<file path="src/rtl/input_stream_driver_if.sv">
// Pixel-stream driver bundle: image-memory read port, start handshake and pixel stream.
// master = the driver, slave = the image store / input-layer side.
interface input_stream_driver_if #(
    parameter int ADDR_W = 16,
    parameter int DATA_W = 8
) ();
    logic              startImage;
    logic [ADDR_W-1:0] imageBase;
    logic              readyForInputs;
    logic [ADDR_W-1:0] memAddr;
    logic              memRead;
    logic [DATA_W-1:0] memData;
    logic              inputsInbound;
    logic              pixelValue;
    logic              busy;
    logic              doneImage;
    logic [15:0]       imagesSent;

    modport master (
        input  startImage, imageBase, readyForInputs, memData,
        output memAddr, memRead, inputsInbound, pixelValue, busy, doneImage, imagesSent
    );

    modport slave (
        output startImage, imageBase, readyForInputs, memData,
        input  memAddr, memRead, inputsInbound, pixelValue, busy, doneImage, imagesSent
    );
endinterface

</file>
<file path="src/rtl/input_stream_driver.sv">
// Reads one image from a synchronous memory, binarizes each pixel against THRESHOLD
// and streams NUM_PIXELS one-bit pixels on consecutive cycles to the input layer.
module input_stream_driver #(
    parameter int NUM_PIXELS = 784,
    parameter int ADDR_W     = 16,
    parameter int DATA_W     = 8,
    parameter int THRESHOLD  = 128
) (
    input logic                  clk,
    input logic                  reset,
    input_stream_driver_if.master bus
);
    localparam int CNT_W = 10;
    localparam logic [CNT_W-1:0]  LAST_PIXEL = CNT_W'(NUM_PIXELS - 1);
    localparam logic [DATA_W-1:0] THRESH     = DATA_W'(THRESHOLD);

    typedef enum logic [1:0] {IDLE, WAIT_READY, STREAM, DRAIN} state_t;

    state_t            state_q, state_d;
    logic [ADDR_W-1:0] base_q, base_d;
    logic [ADDR_W-1:0] memAddr_q, memAddr_d;
    logic              memRead_q, memRead_d;
    logic              rdValid_q;
    logic [CNT_W-1:0]  cnt_q, cnt_d;
    logic              pixel_q, pixel_d;
    logic              inbound_q, inbound_d;
    logic              busy_q, busy_d;
    logic              done_q, done_d;
    logic [15:0]       sent_q, sent_d;

    // rdValid_q marks the cycle in which memData holds the word requested one cycle earlier;
    // pixels are registered exactly on those cycles, which also delimits the DRAIN state.
    always_comb begin
        state_d   = state_q;
        base_d    = base_q;
        memAddr_d = memAddr_q;
        memRead_d = memRead_q;
        cnt_d     = cnt_q;
        busy_d    = busy_q;
        sent_d    = sent_q;
        done_d    = 1'b0;
        inbound_d = rdValid_q;
        pixel_d   = rdValid_q ? (bus.memData >= THRESH) : 1'b0;

        case (state_q)
            IDLE: begin
                if (bus.startImage) begin
                    base_d  = bus.imageBase;
                    busy_d  = 1'b1;
                    state_d = WAIT_READY;
                end
            end
            WAIT_READY: begin
                if (bus.readyForInputs) begin
                    memAddr_d = base_q;
                    memRead_d = 1'b1;
                    cnt_d     = '0;
                    state_d   = STREAM;
                end
            end
            STREAM: begin
                memAddr_d = memAddr_q + 1'b1;
                cnt_d     = cnt_q + 1'b1;
                if (cnt_q == LAST_PIXEL) begin
                    memRead_d = 1'b0;
                    state_d   = DRAIN;
                end
            end
            DRAIN: begin
                if (!rdValid_q) begin
                    done_d  = 1'b1;
                    busy_d  = 1'b0;
                    sent_d  = sent_q + 1'b1;
                    state_d = IDLE;
                end
            end
            default: state_d = IDLE;
        endcase
    end

    always_ff @(posedge clk) begin
        if (reset) begin
            state_q   <= IDLE;
            base_q    <= '0;
            memAddr_q <= '0;
            memRead_q <= 1'b0;
            rdValid_q <= 1'b0;
            cnt_q     <= '0;
            pixel_q   <= 1'b0;
            inbound_q <= 1'b0;
            busy_q    <= 1'b0;
            done_q    <= 1'b0;
            sent_q    <= '0;
        end else begin
            state_q   <= state_d;
            base_q    <= base_d;
            memAddr_q <= memAddr_d;
            memRead_q <= memRead_d;
            rdValid_q <= memRead_q;
            cnt_q     <= cnt_d;
            pixel_q   <= pixel_d;
            inbound_q <= inbound_d;
            busy_q    <= busy_d;
            done_q    <= done_d;
            sent_q    <= sent_d;
        end
    end

    assign bus.memAddr       = memAddr_q;
    assign bus.memRead       = memRead_q;
    assign bus.inputsInbound = inbound_q;
    assign bus.pixelValue    = pixel_q;
    assign bus.busy          = busy_q;
    assign bus.doneImage     = done_q;
    assign bus.imagesSent    = sent_q;
endmodule

</file>
<file path="src/flat_wrapper.sv">
// flat-port wrapper written by rule: the top's interface ports become plain ports
module input_stream_driver_flat 
#(
    parameter int NUM_PIXELS = 784,
    parameter int ADDR_W     = 16,
    parameter int DATA_W     = 8,
    parameter int THRESHOLD  = 128
)
  (clk, reset, bus_startImage, bus_imageBase, bus_readyForInputs, bus_memData, bus_memAddr, bus_memRead, bus_inputsInbound, bus_pixelValue, bus_busy, bus_doneImage, bus_imagesSent);
  input_stream_driver_if #(.ADDR_W(ADDR_W), .DATA_W(DATA_W)) bus_i ();
  input logic clk;
  input logic reset;
  input wire logic [$bits(bus_i.startImage)-1:0] bus_startImage;
  input wire logic [$bits(bus_i.imageBase)-1:0] bus_imageBase;
  input wire logic [$bits(bus_i.readyForInputs)-1:0] bus_readyForInputs;
  input wire logic [$bits(bus_i.memData)-1:0] bus_memData;
  output wire logic [$bits(bus_i.memAddr)-1:0] bus_memAddr;
  output wire logic [$bits(bus_i.memRead)-1:0] bus_memRead;
  output wire logic [$bits(bus_i.inputsInbound)-1:0] bus_inputsInbound;
  output wire logic [$bits(bus_i.pixelValue)-1:0] bus_pixelValue;
  output wire logic [$bits(bus_i.busy)-1:0] bus_busy;
  output wire logic [$bits(bus_i.doneImage)-1:0] bus_doneImage;
  output wire logic [$bits(bus_i.imagesSent)-1:0] bus_imagesSent;
  assign bus_i.startImage = bus_startImage;
  assign bus_i.imageBase = bus_imageBase;
  assign bus_i.readyForInputs = bus_readyForInputs;
  assign bus_i.memData = bus_memData;
  assign bus_memAddr = bus_i.memAddr;
  assign bus_memRead = bus_i.memRead;
  assign bus_inputsInbound = bus_i.inputsInbound;
  assign bus_pixelValue = bus_i.pixelValue;
  assign bus_busy = bus_i.busy;
  assign bus_doneImage = bus_i.doneImage;
  assign bus_imagesSent = bus_i.imagesSent;
  input_stream_driver #(.NUM_PIXELS(NUM_PIXELS), .ADDR_W(ADDR_W), .DATA_W(DATA_W), .THRESHOLD(THRESHOLD)) u_core (.clk(clk), .reset(reset), .bus(bus_i));
endmodule
</file>
<file path="config.mk">
export PLATFORM = sky130hd
export DESIGN_NAME = input_stream_driver_flat
export DESIGN_NICKNAME = d
export VERILOG_FILES = /design/src/rtl/input_stream_driver_if.sv /design/src/rtl/input_stream_driver.sv /design/src/flat_wrapper.sv
export SDC_FILE = /design/constraint.sdc
export NUM_CORES = 1
export LEC_CHECK = 0
export CORE_ASPECT_RATIO = 1.5
export CORE_UTILIZATION = 57
export CTS_BUF_LIST = sky130_fd_sc_hd__clkbuf_2
export DETAILED_ROUTE_END_ITERATION = 8
export PLACE_DENSITY = 0.88
export SLEW_MARGIN = 20
export SYNTH_ARGS = -nofsm -noshare
export SYNTH_HDL_FRONTEND = slang
export SYNTH_SLANG_ARGS = --single-unit
</file>
<file path="constraint.sdc">
create_clock -name clk -period 5.3 [get_ports clk]
set_clock_uncertainty 0.15 [all_clocks]
set_input_delay 1.59 -clock clk [delete_from_list [all_inputs] [get_ports clk]]
set_output_delay 1.59 -clock clk [all_outputs]
set_load 0.01 [all_outputs]
</file>
### Word-level counts from Yosys, hierarchy flattened

Index checks and enable logic that the tools add are counted.

* bitwise logic cells: 2
* multiply operators: 0
* div/mod/pow operators: 0
* mux-type cells: 16
* reductions and logical operators: 11
* add/subtract/negate cells: 3
* equality and inequality tests: 8
* $lt $le $gt $ge: 1
* shifts and indexed selects: 0

Operators by type and width (number)
* 16-bit by 1-bit adder with 16-bit output, second input constant: 2
* 16-bit case mux with 2 select lines: 1
* 10-bit case mux with 2 select lines: 1
* 16-bit two-way mux: 1
* 10-bit by 1-bit adder with 10-bit output, second input constant: 1
* 10-bit equality test, second input constant: 1
* 10-bit two-way mux: 1
* 8-bit greater-or-equal comparator, second input constant: 1
* 2-bit two-way mux: 4
* 2-bit case mux with 4 select lines: 1
* 2-bit inequality test, second input constant: 3
* 2-bit AND reduction: 3
* 3-bit AND reduction: 2
* 1-bit two-way mux: 5
* 2-bit equality test, second input constant: 2
* 1-bit case mux with 2 select lines: 2
* 4-bit AND reduction: 1
* 2-bit nonzero test: 2
* 2-bit OR reduction: 2
* 2-bit by 1-bit equality test with 1-bit output, second input constant: 1
* 2-bit logical NOT: 1
* 2-bit by 1-bit inequality test with 1-bit output, second input constant: 1
* 1-bit inverter: 2

* register bits: 66
* memories: 0
* memory bits (writable): 0
* bits in latches: 0
* ROM bits: 0
* logic and storage cells: 52
* input port bits: 28
* output and inout bits: 37

### Logic depth before layout (Yosys ltp)

* word-level depth: 3
* gate-level depth with buffers: 8
* mapped depth without buffers: 6

### Worst setup path after synthesis

No wires, ideal clock.

* kind: input port to flip-flop
* start point: input bus_readyForInputs
* end point: register u_core.memAddr_q[12], in the netlist u_core.bus.memAddr[12]
* path buffers: 1
* path slack: 2.408 ns
* setup time: 0.074 ns
* arrival: 2.668 ns
* stages: 5
* data required time: 5.076 ns
* cell sequence: nand2b_1 > buf_2 > nand2_1 > or4_1 > a31oi_1

* longest elaborated chain between the ends: 2

Ends and longest elaborated chain
* from (decl): line flat_wrapper.sv:15 `input wire logic [$bits(bus_i.readyForInputs)-1:0] bus_readyForInputs;`
* 2-bit inequality test (no line)
* 2-bit AND reduction (no line)
* to (signal assigned): line input_stream_driver.sv:97 `memAddr_q <= memAddr_d;`
* to (decl): line input_stream_driver.sv:21 `logic [ADDR_W-1:0] memAddr_q, memAddr_d;`

Every way passes these cells.
A chain may end at the register's enable or synchronous reset.

### Worst setup path in the final report

* start point: register u_core.memAddr_q[4], in the netlist u_core.bus.memAddr[4]
* end point: output bus_memAddr[4]

RTL lines
* to (decl): line flat_wrapper.sv:17 `output wire logic [$bits(bus_i.memAddr)-1:0] bus_memAddr;`

No word-level cell between the ends.

==> qor.yml <==
die_w_um: 61.7
diodes: 0
yosys-mux-area-fraction_pct: 1.35
grt_pass1_vias: 2730
first_pass_iters: 4
place_inst: 479
p_sw_mw: 0.521
cts.sinks: 66
setup_violations: 0
p_seq_share_pct: 43.5
worstMarginPinSlew_ps: 1000
initial_core_util_pct: 59.1
netlist_instances: 374
pwr-share-comb_pct: 32.1
utilization_pct: 73.1
relSlewSlack_pct: 33.2
dpl_cell_area_um2: 3630
yosys.area_share.adder_pct: 2.87
rows: 32
ios: 65
layout_commonest_cell: "dfxtp_1"
whs_path_depth: 2
drc: 0
cts_tree: "done"
leakage_nw: 1.27
synth_ff_type: "dfxtp_1"
yosysWarnings: 0
hold_ws_ps: 317
finalHoldViolations: 0
ctsHoldBuffers: 0
die_area_um2: 5660
vias_per_cell: 5.89
ctsHtreeMaxLevel: 3
synth.avg_cell_area_um2: 8.16
cts.clk_slew.worst_paths_ps: 190
crit_required_ps: 3560
drt-initial-drc-count: 127
synth_compound_area_share_pct: 18.7
gp_congestion: 0.830
clockRootBuffer: "clkbuf_2"
critPathArrivalTime_ps: 1700
layout_common_cells: "66 x dfxtp_1, 57 x clkdlybuf4s50_1, 55 x nand2_1, 42 x a21oi_1, 25 x nor2_1"
clk_path_buf_depth: 2
core_area_um2: 5160
path_max_fanout: 11
cts_resized: 0
syn_nets: 409
clockPowerShare_pct: 24.4
antenna_found_initial: 0
peakVddDrop_v: 0.000251
outcome: "complete, no violations"
ys_seq_area_share_pct: 43.3
min_period_ps: 3440
fp.dieH_um: 91.6
synth_enable_flop_cells: 0
synth_simple_gate_area_share_pct: 24.9
worst_skew_pair.late_latency_ps: 520
timing.rr.end: "u_core.bus.memAddr[6]"
p_int_mw: 0.910
hold_start: "u_core.base_q[1]"
synth_cell_types: 49
wl_per_cell_um: 14.5
ant_nets: 0
p_per_area_nw_per_um2: 379
path_cells: "clkdlybuf4s50_1"
grt_pass1_wl_um: 11900
cap_violations: 0
num_vias: 2918
fillers: 391
yosys.area_share.xor_xnor_pct: 4.31
cpPeakStageDelay_ps: 620
r2r_start: "u_core.state_q[1]"
crit_path_start_kind: "flip-flop"
design_area_um2: 3770
grt-ovfl-total: 0
grt_max_degree: 50
layout-drive-gt1-share_pct: 5.15
r2r_slack_ps: 2360
finalSetupTns_ps: 0
ff2ff_path_depth: 5
drv_slew: 0
cp_num_buf_inv: 1
cp_slowest_cell: "clkdlybuf4s50_1"
critPathKind: "flip-flop to output port"
hold_class: "flip-flop to flip-flop"
p_sw_share_pct: 36.4
numCtsBuffers: 9
track_usage_pct: 28.0
ys_ff_latch: 66
hold_end: "u_core.base_q[1]"
dp_hpwl_um: 4890
syn_area_um2: 3050
rsz0062_at_grt: "false"
async_reset_ff_share_pct: 0
area_growth_pct: 23.7
final_net_count: 457
layoutNonFillerInstCount: 495
cp-end-kind: "output port"
io_buffers: 57
finalWirelength_um: 7200
fmax_mhz: 291
post_cts_buffers: 0
synth_top_family_by_area: "simple AND/OR/NAND/NOR gates"
critical_path.top_delay_family: "buffers and inverters"
finalCritPeriodShare_pct: 64.9
cell type report:
cell class	count	area (µm²)	area share, %
clock buffers	10	50.0	1.33
multi-input cells	272	1590	42.1
clock inverters	6	90.1	2.39
inverters	14	52.6	1.39
repair buffers	59	586	15.5
flip-flops and latches	66	1320	35.0
well taps	68	85.1	2.25
tightest hold or removal path, stage by stage (launching register included):
cell and delay [ps]:
dfxtp_1 350, nand2_1 50, a21oi_1 50
routing by layer:
| metal | GRT usage, % | routed length, µm | vias up |
|---|---|---|---|
| met4 | 17.8 | 278 | 0 |
| met3 | 6.35 | 379 | 25 |
| met2 | 44.6 | 3660 | 95 |
| met1 | 32.3 | 2870 | 1376 |
| li1 | - | - | 1422 |
| met5 | 0 | 0 | - |
flip-flops by register name, indices dropped and copies added, names as in the netlist:
name / count
u_core.base_q: 16
u_core.bus.busy: 1
u_core.bus.doneImage: 1
u_core.bus.imagesSent: 16
u_core.bus.inputsInbound: 1
u_core.bus.memAddr: 16
u_core.bus.memRead: 1
u_core.bus.pixelValue: 1
u_core.cnt_q: 10
u_core.inbound_d: 1
u_core.state_q: 2
power groups by stage:
stage          combinational, mW  clock (mW)  sequential [mW]
6_report                   0.459       0.349            0.623
5_1_grt                    0.504       0.379            0.631
4_1_cts                    0.457       0.353            0.620
3_5_place_dp               0.455           0            0.630
3_3_place_gp               0.442           0            0.628
2_1_floorplan              0.298           0            0.630
cells in the mapped netlist (4+ instances only):
| master | number | area, µm² |
|---|---|---|
| inv_1 | 13 | 48.8 |
| o21ai_0 | 18 | 90.1 |
| nand3_1 | 15 | 75.1 |
| or4_1 | 4 | 30.0 |
| and2_1 | 7 | 43.8 |
| nor4_1 | 5 | 31.3 |
| nand4_1 | 9 | 56.3 |
| a21oi_1 | 42 | 210 |
| nand2_1 | 55 | 206 |
| nor3_1 | 4 | 20.0 |
| dfxtp_1 | 66 | 1320 |
| a41oi_1 | 4 | 35.0 |
| nor2b_1 | 5 | 31.3 |
| ha_1 | 7 | 87.6 |
| or3_1 | 9 | 56.3 |
| xnor2_1 | 12 | 105 |
| a31oi_1 | 7 | 43.8 |
| clkbuf_1 | 18 | 67.6 |
| and3_1 | 5 | 31.3 |
| nor2_1 | 25 | 93.8 |
cell families (layout without fill, tap and decap cells):
group                      after synthesis  after routing
AOI/OAI and AO/OA                       93             93
adders and majority gates                7              7
muxes                                    4              4
and+or+nand+nor                        153            153
buffers and inverters                   36             89
DFF                                     66             66
xor gates and xnor gates                15             15
through the flow:
stage,worst slack [ps],total power [mW]
2_1_floorplan,2410,0.927
3_3_place_gp,1460,1.07
3_5_place_dp,1460,1.09
4_1_cts,1870,1.43
5_1_grt,1780,1.51
6_report,1860,1.43
how the worst max path moves through the flow:
| stage | startpoint | endpoint | slack, ps | cells past startpoint |
|---|---|---|---|---|
| 3_5_place_dp | bus_readyForInputs | u_core.bus.memAddr[12] | 1460 | 5 |
| 5_1_grt | u_core.bus.memAddr[4] | bus_memAddr[4] | 1780 | 1 |
| 6_report | u_core.bus.memAddr[4] | bus_memAddr[4] | 1860 | 1 |
| 3_3_place_gp | bus_readyForInputs | u_core.bus.memAddr[12] | 1460 | 5 |
| 4_1_cts | u_core.bus.memAddr[4] | bus_memAddr[4] | 1870 | 1 |
| 2_1_floorplan | bus_readyForInputs | u_core.bus.memAddr[12] | 2410 | 5 |
Note: power is estimated with default switching activity, not from simulation.
